[src/rtl/iic_pkg.sv]
// Shared constants and types for the IIC SCL timing engine.
package iic_pkg;

   // Quarter encodings: two low quarters followed by two high quarters.
   localparam logic [1:0] PH_LOW0  = 2'd0;
   localparam logic [1:0] PH_LOW1  = 2'd1;
   localparam logic [1:0] PH_HIGH0 = 2'd2;
   localparam logic [1:0] PH_HIGH1 = 2'd3;

   // Default parameterisation of the timing engine.
   localparam int DEFAULT_CNT_WIDTH   = 16;
   localparam int DEFAULT_DIV_VAL     = 124;
   localparam int DEFAULT_MIN_DIV     = 2;
   localparam int DEFAULT_SYNC_STAGES = 2;

   // Engine state: idle (SCL released) or running the quarter sequence.
   typedef enum logic {
      ST_IDLE = 1'b0,
      ST_RUN  = 1'b1
   } run_state_e;

endpackage : iic_pkg

[src/rtl/iic_sync2.sv]
// Multi-flop synchroniser for the asynchronous SCL pad input.
// Resets to 1 so a released bus reads as high straight out of reset.
module iic_sync2 #(
   parameter int STAGES = 2
) (
   input  logic clk,
   input  logic rst_n,
   input  logic async_i,
   output logic sync_o
);

   logic [STAGES-1:0] sync_q;

   // Shift the raw pad value through the flop chain.
   always_ff @(posedge clk or negedge rst_n) begin
      if (!rst_n) begin
         sync_q <= '1;
      end else begin
         for (int i = STAGES - 1; i > 0; i--) begin
            sync_q[i] <= sync_q[i-1];
         end
         sync_q[0] <= async_i;
      end
   end

   assign sync_o = sync_q[STAGES-1];

endmodule : iic_sync2

[src/rtl/iic_scl_timing_gen.sv]
// IIC bit-timing engine: splits each SCL period into four equal quarters,
// drives SCL open-drain and holds the high phase while a slave stretches.
// MIN_DIV must be >= SYNC_STAGES so the stretch check point always lies
// inside the first high quarter.
module iic_scl_timing_gen
   import iic_pkg::*;
#(
   parameter int CNT_WIDTH   = DEFAULT_CNT_WIDTH,
   parameter int DEFAULT_DIV = DEFAULT_DIV_VAL,
   parameter int MIN_DIV     = DEFAULT_MIN_DIV,
   parameter int SYNC_STAGES = DEFAULT_SYNC_STAGES
) (
   input  logic                 clk,
   input  logic                 rst_n,
   input  logic                 en,
   input  logic [CNT_WIDTH-1:0] div_cfg,
   input  logic                 stretch_en,
   input  logic                 scl_in,
   output logic                 scl_oe,
   output logic [1:0]           phase,
   output logic                 quarter_pulse,
   output logic                 scl_fall_pulse,
   output logic                 scl_rise_pulse,
   output logic                 stretch_active
);

   localparam logic [CNT_WIDTH-1:0] DIV_RST = CNT_WIDTH'(DEFAULT_DIV);
   localparam logic [CNT_WIDTH-1:0] DIV_MIN = CNT_WIDTH'(MIN_DIV);
   localparam logic [CNT_WIDTH-1:0] CHK_CNT = CNT_WIDTH'(SYNC_STAGES);

   run_state_e           state_q, state_d;
   logic [CNT_WIDTH-1:0] cnt_q, cnt_d;
   logic [1:0]           phase_q, phase_d;
   logic [CNT_WIDTH-1:0] div_q, div_d;
   logic                 scl_oe_q, scl_oe_d;
   logic                 qpulse_q, qpulse_d;
   logic                 fpulse_q, fpulse_d;

   logic                 scl_sync;
   logic [CNT_WIDTH-1:0] div_clamped;
   logic                 at_check;
   logic                 scl_high_seen;
   logic                 stretch_hold;

   iic_sync2 #(
      .STAGES (SYNC_STAGES)
   ) u_sync (
      .clk     (clk),
      .rst_n   (rst_n),
      .async_i (scl_in),
      .sync_o  (scl_sync)
   );

   // Requested divider with the floor applied; only sampled at safe points.
   assign div_clamped = (div_cfg < DIV_MIN) ? DIV_MIN : div_cfg;

   // The check point sits SYNC_STAGES clocks into the first high quarter,
   // which is exactly when a released SCL has crossed the synchroniser.
   assign at_check      = (state_q == ST_RUN) && (phase_q == PH_HIGH0) && (cnt_q == CHK_CNT);
   assign scl_high_seen = !stretch_en || scl_sync;
   assign stretch_hold  = at_check && !scl_high_seen;

   // State register: counter, phase, divider and registered pad/strobe outputs.
   always_ff @(posedge clk or negedge rst_n) begin
      if (!rst_n) begin
         state_q  <= ST_IDLE;
         cnt_q    <= '0;
         phase_q  <= PH_LOW0;
         div_q    <= DIV_RST;
         scl_oe_q <= 1'b0;
         qpulse_q <= 1'b0;
         fpulse_q <= 1'b0;
      end else begin
         state_q  <= state_d;
         cnt_q    <= cnt_d;
         phase_q  <= phase_d;
         div_q    <= div_d;
         scl_oe_q <= scl_oe_d;
         qpulse_q <= qpulse_d;
         fpulse_q <= fpulse_d;
      end
   end

   // Next-state logic: idle/abort, start-up, stretch hold and quarter advance.
   always_comb begin
      state_d  = state_q;
      cnt_d    = cnt_q;
      phase_d  = phase_q;
      div_d    = div_q;
      scl_oe_d = scl_oe_q;
      qpulse_d = 1'b0;
      fpulse_d = 1'b0;

      if (!en) begin
         // Disabled: everything returns to a released, clean state and the
         // divider tracks the requested value.
         state_d  = ST_IDLE;
         cnt_d    = '0;
         phase_d  = PH_LOW0;
         div_d    = div_clamped;
         scl_oe_d = 1'b0;
      end else if (state_q == ST_IDLE) begin
         // First enabled cycle: pull SCL low and open quarter 0.
         state_d  = ST_RUN;
         cnt_d    = '0;
         phase_d  = PH_LOW0;
         scl_oe_d = 1'b1;
         qpulse_d = 1'b1;
         fpulse_d = 1'b1;
      end else if (stretch_hold) begin
         // Slave still holds SCL low: freeze the counter at the check point.
         cnt_d = cnt_q;
      end else if (cnt_q == div_q) begin
         cnt_d    = '0;
         phase_d  = phase_q + 2'd1;
         qpulse_d = 1'b1;
         if (phase_q == PH_HIGH1) begin
            // Period boundary: the only running point where the divider may change.
            fpulse_d = 1'b1;
            div_d    = div_clamped;
         end
         scl_oe_d = (phase_d == PH_LOW0) || (phase_d == PH_LOW1);
      end else begin
         cnt_d = cnt_q + CNT_WIDTH'(1);
      end
   end

   // Output logic: registered pad/strobes plus the check-point indications.
   always_comb begin
      scl_oe         = scl_oe_q;
      phase          = phase_q;
      quarter_pulse  = qpulse_q;
      scl_fall_pulse = fpulse_q;
      scl_rise_pulse = at_check && scl_high_seen;
      stretch_active = stretch_hold;
   end

endmodule : iic_scl_timing_gen

[config.mk]
export PLATFORM = sky130hd
export DESIGN_NAME = iic_scl_timing_gen
export DESIGN_NICKNAME = d
export VERILOG_FILES = /design/src/rtl/iic_pkg.sv /design/src/rtl/iic_sync2.sv /design/src/rtl/iic_scl_timing_gen.sv
export SDC_FILE = /design/constraint.sdc
export NUM_CORES = 1
export LEC_CHECK = 0
export ABC_AREA = 1
export CORE_MARGIN = 2
export CORE_UTILIZATION = 35
export DETAILED_ROUTE_END_ITERATION = 7
export SLEW_MARGIN = 20
export SYNTH_ARGS = -nofsm -noshare
export SYNTH_HDL_FRONTEND = slang
export SYNTH_SLANG_ARGS = --single-unit
[constraint.sdc]
create_clock -name clk -period 2.4 [get_ports clk]
set_clock_uncertainty 0.1 [all_clocks]
set_input_delay 0.48 -clock clk [delete_from_list [all_inputs] [get_ports clk]]
set_output_delay 0.48 -clock clk [all_outputs]
set_load 0.05 [all_outputs]
==> qor.tcl <==
set qor(routed_wl_um) 5370
set qor(via_per_inst) 4.74
set qor(startpoint_type) {register}
set qor(yosysUniqueCellTypes) 26
set qor(n_antenna_cell) 0
set qor(synth-seq-area-share_pct) 44.0
set qor(rsz0062_at_grt) {true}
set qor(drv_cap) 0
set qor(grt_antenna_before_repair) 0
set qor(die-area_um2) 7230
set qor(hold_slack_final_ns) 0.258
set qor(wl_per_cell_um) 12.3
set qor(timing.fmax_mhz) 419
set qor(drt_pre_antenna_iters) 4
set qor(min_delay_path_depth) 0
set qor(netlist_top_cells_area) {sky130_fd_sc_hd__dfrtp_1, sky130_fd_sc_hd__nand2_1, sky130_fd_sc_hd__nand3_1, sky130_fd_sc_hd__dfstp_2, sky130_fd_sc_hd__nor2_1}
set qor(setup_crit_path_kind) {register to primary output}
set qor(edff_count_synth) 0
set qor(reg2reg_slack_ns) 0.42
set qor(cts-htree-levels) 2
set qor(die_x_um) 85.0
set qor(whs_endpoint) {u_sync.sync_q[1]}
set qor(tightest_slew_ns) 0.496
set qor(vias) 2064
set qor(post_synth_instance_area_um2) 2300
set qor(detailedPlacementHpwl_um) 4080
set qor(grt.total_usage_pct) 16.2
set qor(rr_worst_depth) 11
set qor(netlist.top_cell.by_area) {sky130_fd_sc_hd__dfrtp_1}
set qor(yosysWarningCount) 0
set qor(cts.path.max_buffers) 2
set qor(detail_route.drc_violations) 0
set qor(max-slew-margin-rel_pct) 66.8
set qor(outcome) {complete, no violations}
set qor(grt_max_degree) 21
set qor(die_h_um) 85.0
set qor(min_from) {u_sync.sync_q[0]}
set qor(gp_congestion) 0.920
set qor(finalHoldViolCount) 0
set qor(layout-drive-gt1-share_pct) 13.1
set qor(reg2reg_to) {div_q[1]}
set qor(grt_pass1_wl_um) 9330
set qor(post-route-period-util_pct) 99.5
set qor(hp-class) {register to register}
set qor(worst-endpoint-required_ns) 1.82
set qor(syn_inst) 319
set qor(ir_drop_mv) 0.244
set qor(number_of_buffer_cells_added_on_primary_ports) 27
set qor(syn2layout_area_growth_pct) 23.6
set qor(row_count) 29
set qor(num_cts_buffers) 5
set qor(synth-async-reset-ratio_pct) 100
set qor(core_area_um2) 6350
set qor(ys_ff_latch) 40
set qor(crit_arrival_ns) 1.81
set qor(synth_top_flop_cell) {sky130_fd_sc_hd__dfrtp_1}
set qor(boundaryPins) 28
set qor(cts.sink_count) 40
set qor(gr-total-overflow) 0
set qor(clock_tree_root_driver_cell) {sky130_fd_sc_hd__clkbuf_8}
set qor(clk_pin_slew_worst_paths_ns) 0.08
set qor(synth.net_count) 344
set qor(crit_path_end_kind) {primary output}
set qor(utilization_pct) 44.7
set qor(post-synth-top-area-fraction_pct) 35.9
set qor(first_global_vias) 1946
set qor(final_net_count) 382
set qor(final_setup_violation_count) 0
set qor(p_per_area_nw_per_um2) 480
set qor(initial_core_util_pct) 36.2
set qor(clk_latency_ns) 0.30
set qor(crit_path_max_fanout) 5
set qor(detail-route-antenna-nets) 0
set qor(static-leakage-power_uw) 0.00142
set qor(syn_avg_cell_area_um2) 7.20
set qor(tritoncts) {built}
set qor(crit-reg2reg-launch) {cnt_q[0]}
set qor(post-route-min-period_ns) 2.39
set qor(detailedRoute.firstIterationViolations) 123
set qor(max_slew_violation_count) 0
## how the worst max path moves through the flow
stage	startpoint	to	cells after the start
finish	cnt_q[11]	stretch_active	6
global route	cnt_q[0]	stretch_active	7
CTS	cnt_q[13]	stretch_active	6
detailed placement	stretch_en	div_q[15]	8
global placement	stretch_en	div_q[1]	8
floorplan	phase[1]	stretch_active	5
## cell usage in the layout (no fill, tap or decap), types with 4 or more instances in the layout
cell type / Yosys / routed
sky130_fd_sc_hd__buf_4: 1 / 9
sky130_fd_sc_hd__clkbuf_8: 0 / 5
sky130_fd_sc_hd__clkdlybuf4s50_1: 0 / 24
sky130_fd_sc_hd__dfrtp_1: 33 / 31
sky130_fd_sc_hd__dfstp_2: 7 / 7
sky130_fd_sc_hd__inv_1: 38 / 35
sky130_fd_sc_hd__inv_2: 3 / 6
sky130_fd_sc_hd__nand2_1: 99 / 99
sky130_fd_sc_hd__nand3_1: 39 / 36
sky130_fd_sc_hd__nand4_1: 6 / 6
sky130_fd_sc_hd__nor2_1: 48 / 44
sky130_fd_sc_hd__nor2_2: 0 / 4
sky130_fd_sc_hd__nor3_1: 9 / 7
sky130_fd_sc_hd__o21ai_0: 5 / 5
sky130_fd_sc_hd__xor2_1: 9 / 9
## Yosys cell counts (4+ instances only)
master and n:
sky130_fd_sc_hd__inv_1 38, sky130_fd_sc_hd__ha_1 4, sky130_fd_sc_hd__nor2_1 48, sky130_fd_sc_hd__nand2_1 99, sky130_fd_sc_hd__nand3_1 39, sky130_fd_sc_hd__nand4_1 6
sky130_fd_sc_hd__o21ai_0 5, sky130_fd_sc_hd__xor2_1 9, sky130_fd_sc_hd__dfrtp_1 33, sky130_fd_sc_hd__dfstp_2 7, sky130_fd_sc_hd__nor3_1 9
## repair_timing
action / CTS / global route
hold buffers: 1 / 0
buffers inserted: 0 / 3
endpoints found under the hold margin: 8 / 0
gates resized for setup: 0 / 15
endpoints found under the setup margin: 0 / 2
## through the flow
stage,setup TNS [ns],std cells,power [uW],setup WS [ns],cell area [um^2]
2_1_floorplan,-0.0735,319,845,-0.0735,2300
3_3_place_gp,0,423,928,0.309,2680
3_5_place_dp,0,423,930,0.309,2680
4_1_cts,0,432,1370,0.0175,2770
5_1_grt,-0.0883,435,1440,-0.0883,2840
6_report,0,435,1360,0.0127,2840
## cell type report
cell class | instances | area [um^2]
repair buffers | 36 | 348
flip-flops and latches | 40 | 1010
clock buffers | 8 | 80.1
multi-input cells | 233 | 1150
fillers | 660 | 3510
well taps | 77 | 96.3
inverters | 41 | 154
## per-layer routing
metal / share of wire [%] / global-route usage [%] / wire length (um)
met1: 50 / 23.3 / 2690
met3: 4.2 / 3.99 / 225
met2: 45 / 24.0 / 2400
met4: 1.0 / 5.48 / 54
met5: 0 / 0 / 0
## report_power, final
part | internal, uW | switching [uW] | total, uW
registers | 712 | 23.5 | 735
clock network | 207 | 239 | 446
logic | 80.6 | 102 | 182
total | 999 | 364 | 1360
## critical path, stage by stage, from the launching register on
cell	delay (ns)
sky130_fd_sc_hd__dfrtp_2	0.45
sky130_fd_sc_hd__nor2_2	0.13
sky130_fd_sc_hd__nand3_2	0.11
sky130_fd_sc_hd__nor3_2	0.16
sky130_fd_sc_hd__nand4_1	0.16
sky130_fd_sc_hd__nor3_2	0.28
sky130_fd_sc_hd__clkbuf_16	0.21
## sequential cells by signal, summed over array words and instances (netlist names)
signal	count
u_sync.sync_q	2
scl_oe	1
quarter_pulse	1
state_q	1
scl_fall_pulse	1
phase	2
div_q	16
cnt_q	16
## cell families (layout without fill, tap and decap cells)
logic type / after synthesis / count (layout) / synth area share (%)
AO/OA/AOI/OAI: 10 / 10 / 2.40
adder cells (fa/ha/maj): 4 / 4 / 2.18
flip-flops: 40 / 40 / 44.0
AND/OR/NAND/NOR: 209 / 209 / 39.6
buffers and inverters: 46 / 85 / 8.06
XOR/XNOR: 10 / 10 / 3.81
Note: power is estimated with default switching activity, not from simulation.
==> edit 1 (same flow settings) <==
Set the package constant `DEFAULT_CNT_WIDTH` to 14 (it was 16).
--- a/src/rtl/iic_pkg.sv
+++ b/src/rtl/iic_pkg.sv
@@ -10,3 +10,3 @@
    // Default parameterisation of the timing engine.
-   localparam int DEFAULT_CNT_WIDTH   = 16;
+   localparam int DEFAULT_CNT_WIDTH   = 14;
    localparam int DEFAULT_DIV_VAL     = 124;
Ports: changed (resized div_cfg); port bits go from 28 to 26. No check against the original RTL was run, so the function may have changed too.
==> edit 1 against the original RTL <==
Setup slack improved by 130 ps; synthesized area increased by 1.6%; power up 2.9%; combinational power grew 3%; final cell count unchanged; worst hold slack got worse by 0.59 ps; routed wire length fell by 10%; first-iteration DRC count decreased by 61%; design area is 2.8% lower; sequential cell count shrank 4; critical path type unchanged.
==> edit 1: results <==
group,metric,value,unit
status,run_status,"finished clean",
clock_network,clk-insertion-delay-late,290,ps
detailed_routing,post_drt_wl_per_cell,11.1,um
final_layout,fillers,663,
placed_design,place_hpwl,3.71,mm
power,ir_drop,336,uV
detailed_routing,vias,1943,
worst_setup_path,worstPathArrival,1670,ps
worst_setup_path,reg2reg_slack,510,ps
synth,syn_inst,329,
synth,ys_seq_area_share,39.0,%
synth,synth_nets,352,
placed_design,post-place-ws,193,ps
detailed_routing,dr.pass1.iters,5,
final_layout,largestRegisters,"cnt_q (14), div_q (14)",
power,total_leakage_power,1.40,nW
worst_setup_path,critical_path_peak_fanout,6,
placed_design,place_inst,427,
global_routing,grt_max_degree,37,
worst_setup_path,reg2reg_to,"div_q[1]",
final_layout,drive_above_1_share,17.9,%
placed_design,place_area,2650,um^2
detailed_routing,dr.first_iter.drc_count,48,
sta,hold_slack,257,ps
sta,worst_slack,147,ps
placed_design,routabilityCongestion,0.816,
worst_setup_path,rr_startpoint,"cnt_q[0]",
global_routing,grt_pass1_vias,1817,
synth,synth_cell_types,29,
placed_design,io_buffers,25,
global_routing,track_usage,14.6,%
final_layout,nNetsFinal,380,
synth,synthTopCellsByArea,"dfrtp_1 (31%), nand2_1 (17%), dfstp_2 (7.9%)",
global_routing,grt_pass1_wl,8.42,mm
power,p_int,0.00103,W
detailed_routing,drt_wl_total,4.83,mm
==> edit 1: worst max-delay path, cell delays in order, from the launching register on <==
cell,delay [ps]
dfrtp_2,460
inv_2,80
ha_1,170
nand3_1,100
nor2_2,180
nand3_4,120
inv_1,140
buf_12,150
==> edit 1: kinds of logic (layout without fill, tap and decap cells) <==
| group | Yosys count | in the layout | synth area share [%] |
|---|---|---|---|
| buf+inv | 52 | 81 | 10.2 |
| compound gates | 7 | 7 | 1.50 |
| flops | 36 | 36 | 39.0 |
| fa+ha+maj | 4 | 4 | 2.14 |
| xor+xnor | 8 | 8 | 3.00 |
| simple gates | 222 | 222 | 44.2 |
==> edit 1: layout make-up <==
| type | instances | area [um^2] | area share [%] |
|---|---|---|---|
| Sequential cell | 36 | 911 | 33.0 |
| Tap cell | 77 | 96.3 | 3.49 |
| Clock buffer | 5 | 68.8 | 2.49 |
| Clock inverter | 3 | 42.5 | 1.54 |
| Inverter | 44 | 165 | 5.98 |
| Timing Repair Buffer | 29 | 288 | 10.4 |
| Multi-Input combinational cell | 241 | 1190 | 43.1 |
==> edit 1: layer usage <==
metal,share of wire (%),GRT usage [%]
met1,52,20.8
met2,43,22.6
met3,3.1,2.89
met4,1.1,4.33
met5,0,0
==> edit 1: power groups by stage <==
stage	logic, W	clock network (W)	registers [W]
floorplan	0.000111	0	0.000682
global placement	0.000188	0	0.000681
detailed placement	0.000190	0	0.000682
CTS	0.000191	0.000556	0.000671
global route	0.000213	0.000580	0.000676
finish	0.000188	0.000544	0.000671
==> edit 2 (config.mk and constraints unchanged) <==
Made on the original files. Make the reset (`rst_n`) synchronous in 2 clocked blocks. Comments in the files are not updated.
--- a/src/rtl/iic_sync2.sv
+++ b/src/rtl/iic_sync2.sv
@@ -14,3 +14,3 @@
    // Shift the raw pad value through the flop chain.
-   always_ff @(posedge clk or negedge rst_n) begin
+   always_ff @(posedge clk) begin
       if (!rst_n) begin
--- a/src/rtl/iic_scl_timing_gen.sv
+++ b/src/rtl/iic_scl_timing_gen.sv
@@ -63,3 +63,3 @@
    // State register: counter, phase, divider and registered pad/strobe outputs.
-   always_ff @(posedge clk or negedge rst_n) begin
+   always_ff @(posedge clk) begin
       if (!rst_n) begin
Formal check against the unedited RTL: differs if rst_n is asserted again (counterexample within 4 cycles, from zero or initial values and one cycle with rst_n low); with rst_n held inactive, the same outputs for 10 cycles.
==> edit 2 against the original RTL <==
Sequential cell count did not move; worst hold slack improved by 49 ps; core utilization rose by 0.22 points; synthesized area fell by 5.0%; final cell count rose by 2.1%; highest routed layer unchanged; sequential share of layout area fell by 5.4 points; routed wire length fell by 7.3%; combinational power fell by 18%; count of clock-buffer cells in the layout fell by 2; non-clock buffer count fell by 5; largest power group unchanged; power fell by 6.3%; setup slack improved by 48 ps; design area fell by 5.2%.
==> edit 2: results <==
group,metric,value,unit
status,run_status,"finished clean",
synth,netlist_top_cells_count,"nand2_1 (92), nor2_1 (54), dfxtp_1 (40), inv_1 (40), nand3_1 (34)",
worst_hold_path,min-delay-start,"u_sync.sync_q[0]",
detailed_routing,drt_wl_total,4.98,mm
synth,synthTopCellsByArea,"dfxtp_1 (37%), nand2_1 (16%), nor2_1 (9.3%)",
global_routing,grt_max_degree,19,
global_routing,grt_pass1_vias,1917,
placed_design,place_hpwl,3.89,mm
detailed_routing,met3_length,216,um
detailed_routing,post_drt_wl_per_cell,11.2,um
worst_setup_path,reg2reg_slack,570,ps
global_routing,use_met3,3.78,%
final_layout,drive_above_1_share,15.2,%
worst_setup_path,r2r_cells,10,
synth,synth_nets,364,
placed_design,post-place-ws,173,ps
final_layout,fillers,641,
detailed_routing,vias,2091,
global_routing,grt_pass1_wl,8.68,mm
synth,syn_inst,339,
power,ir_drop,207,uV
placed_design,place_inst,436,
detailed_routing,wl_met2,2.16,mm
synth,synth-compound-area-share,4.07,%
power,total_leakage_power,1.19,nW
global_routing,met1_usage,20.5,%
detailed_routing,dr.first_iter.drc_count,135,
final_layout,nNetsFinal,394,
sta,maxSlewHeadroom,67.2,%
synth,synthFlopType,"dfxtp_1",
worst_setup_path,rr_startpoint,"cnt_q[11]",
worst_hold_path,hold_depth,2,
sta,period_share,97.5,%
global_routing,track_usage,15.3,%
synth,ys_seq_area_share,36.7,%
synth,synth_cell_types,30,
==> edit 2: cell types whose count changed after synthesis, moves of 5 or more <==
cell	before	now
dfxtp_1	0	40
dfstp_2	7	0
nor4_1	2	7
nand2_1	99	92
nand3_1	39	34
inv_2	3	8
a21oi_1	3	11
dfrtp_1	33	0
nor3_1	9	14
nor2_1	48	54
==> edit 2: worst max-delay path by stage <==
stage / from / to / depth (start not counted)
after floorplan: phase[0] / scl_rise_pulse / 7
after global placement: phase[0] / stretch_active / 8
after detailed placement: phase[0] / stretch_active / 8
after CTS: cnt_q[12] / stretch_active / 5
after global routing: phase[0] / scl_rise_pulse / 8
final: phase[0] / scl_rise_pulse / 8
==> edit 2: area by class of cell <==
type	count	area, um^2	area share, %
multi-input cells	243	1210	44.8
clock inverters	1	5.00	0.186
well taps	75	93.8	3.49
repair buffers	31	320	11.9
flip-flops and latches	40	815	30.3
clock buffers	6	72.6	2.70
inverters	48	180	6.69
==> edit 2: report_power, final <==
group / switching [W] / internal [W]
clock: 0.000225 / 0.000198
sequential: 0.0000163 / 0.000688
combinational: 0.0000789 / 0.0000715
total: 0.000320 / 0.000957
==> edit 2: critical path, stage by stage, from the launching register on <==
cell	delay, ps
dfxtp_2	330
inv_2	50
ha_2	160
nand2_2	50
inv_2	70
nand2_2	50
or4_4	460
nor2_4	140
buf_12	140
==> edit 2: kinds of logic (layout without fill, tap and decap cells) <==
kind of cell | after synthesis | after routing
XOR/XNOR | 9 | 9
AO/OA/AOI/OAI | 16 | 16
flip-flops | 40 | 40
buffers and inverters | 56 | 86
AND/OR/NAND/NOR | 214 | 214
adder cells (fa/ha/maj) | 4 | 4
==> edit 2: per-stage QoR <==
step	hold WS, ps	area (um^2)
finish	307	2690
global route	345	2690
CTS	313	2650
detailed placement	295	2560
global placement	290	2560
floorplan	280	2200
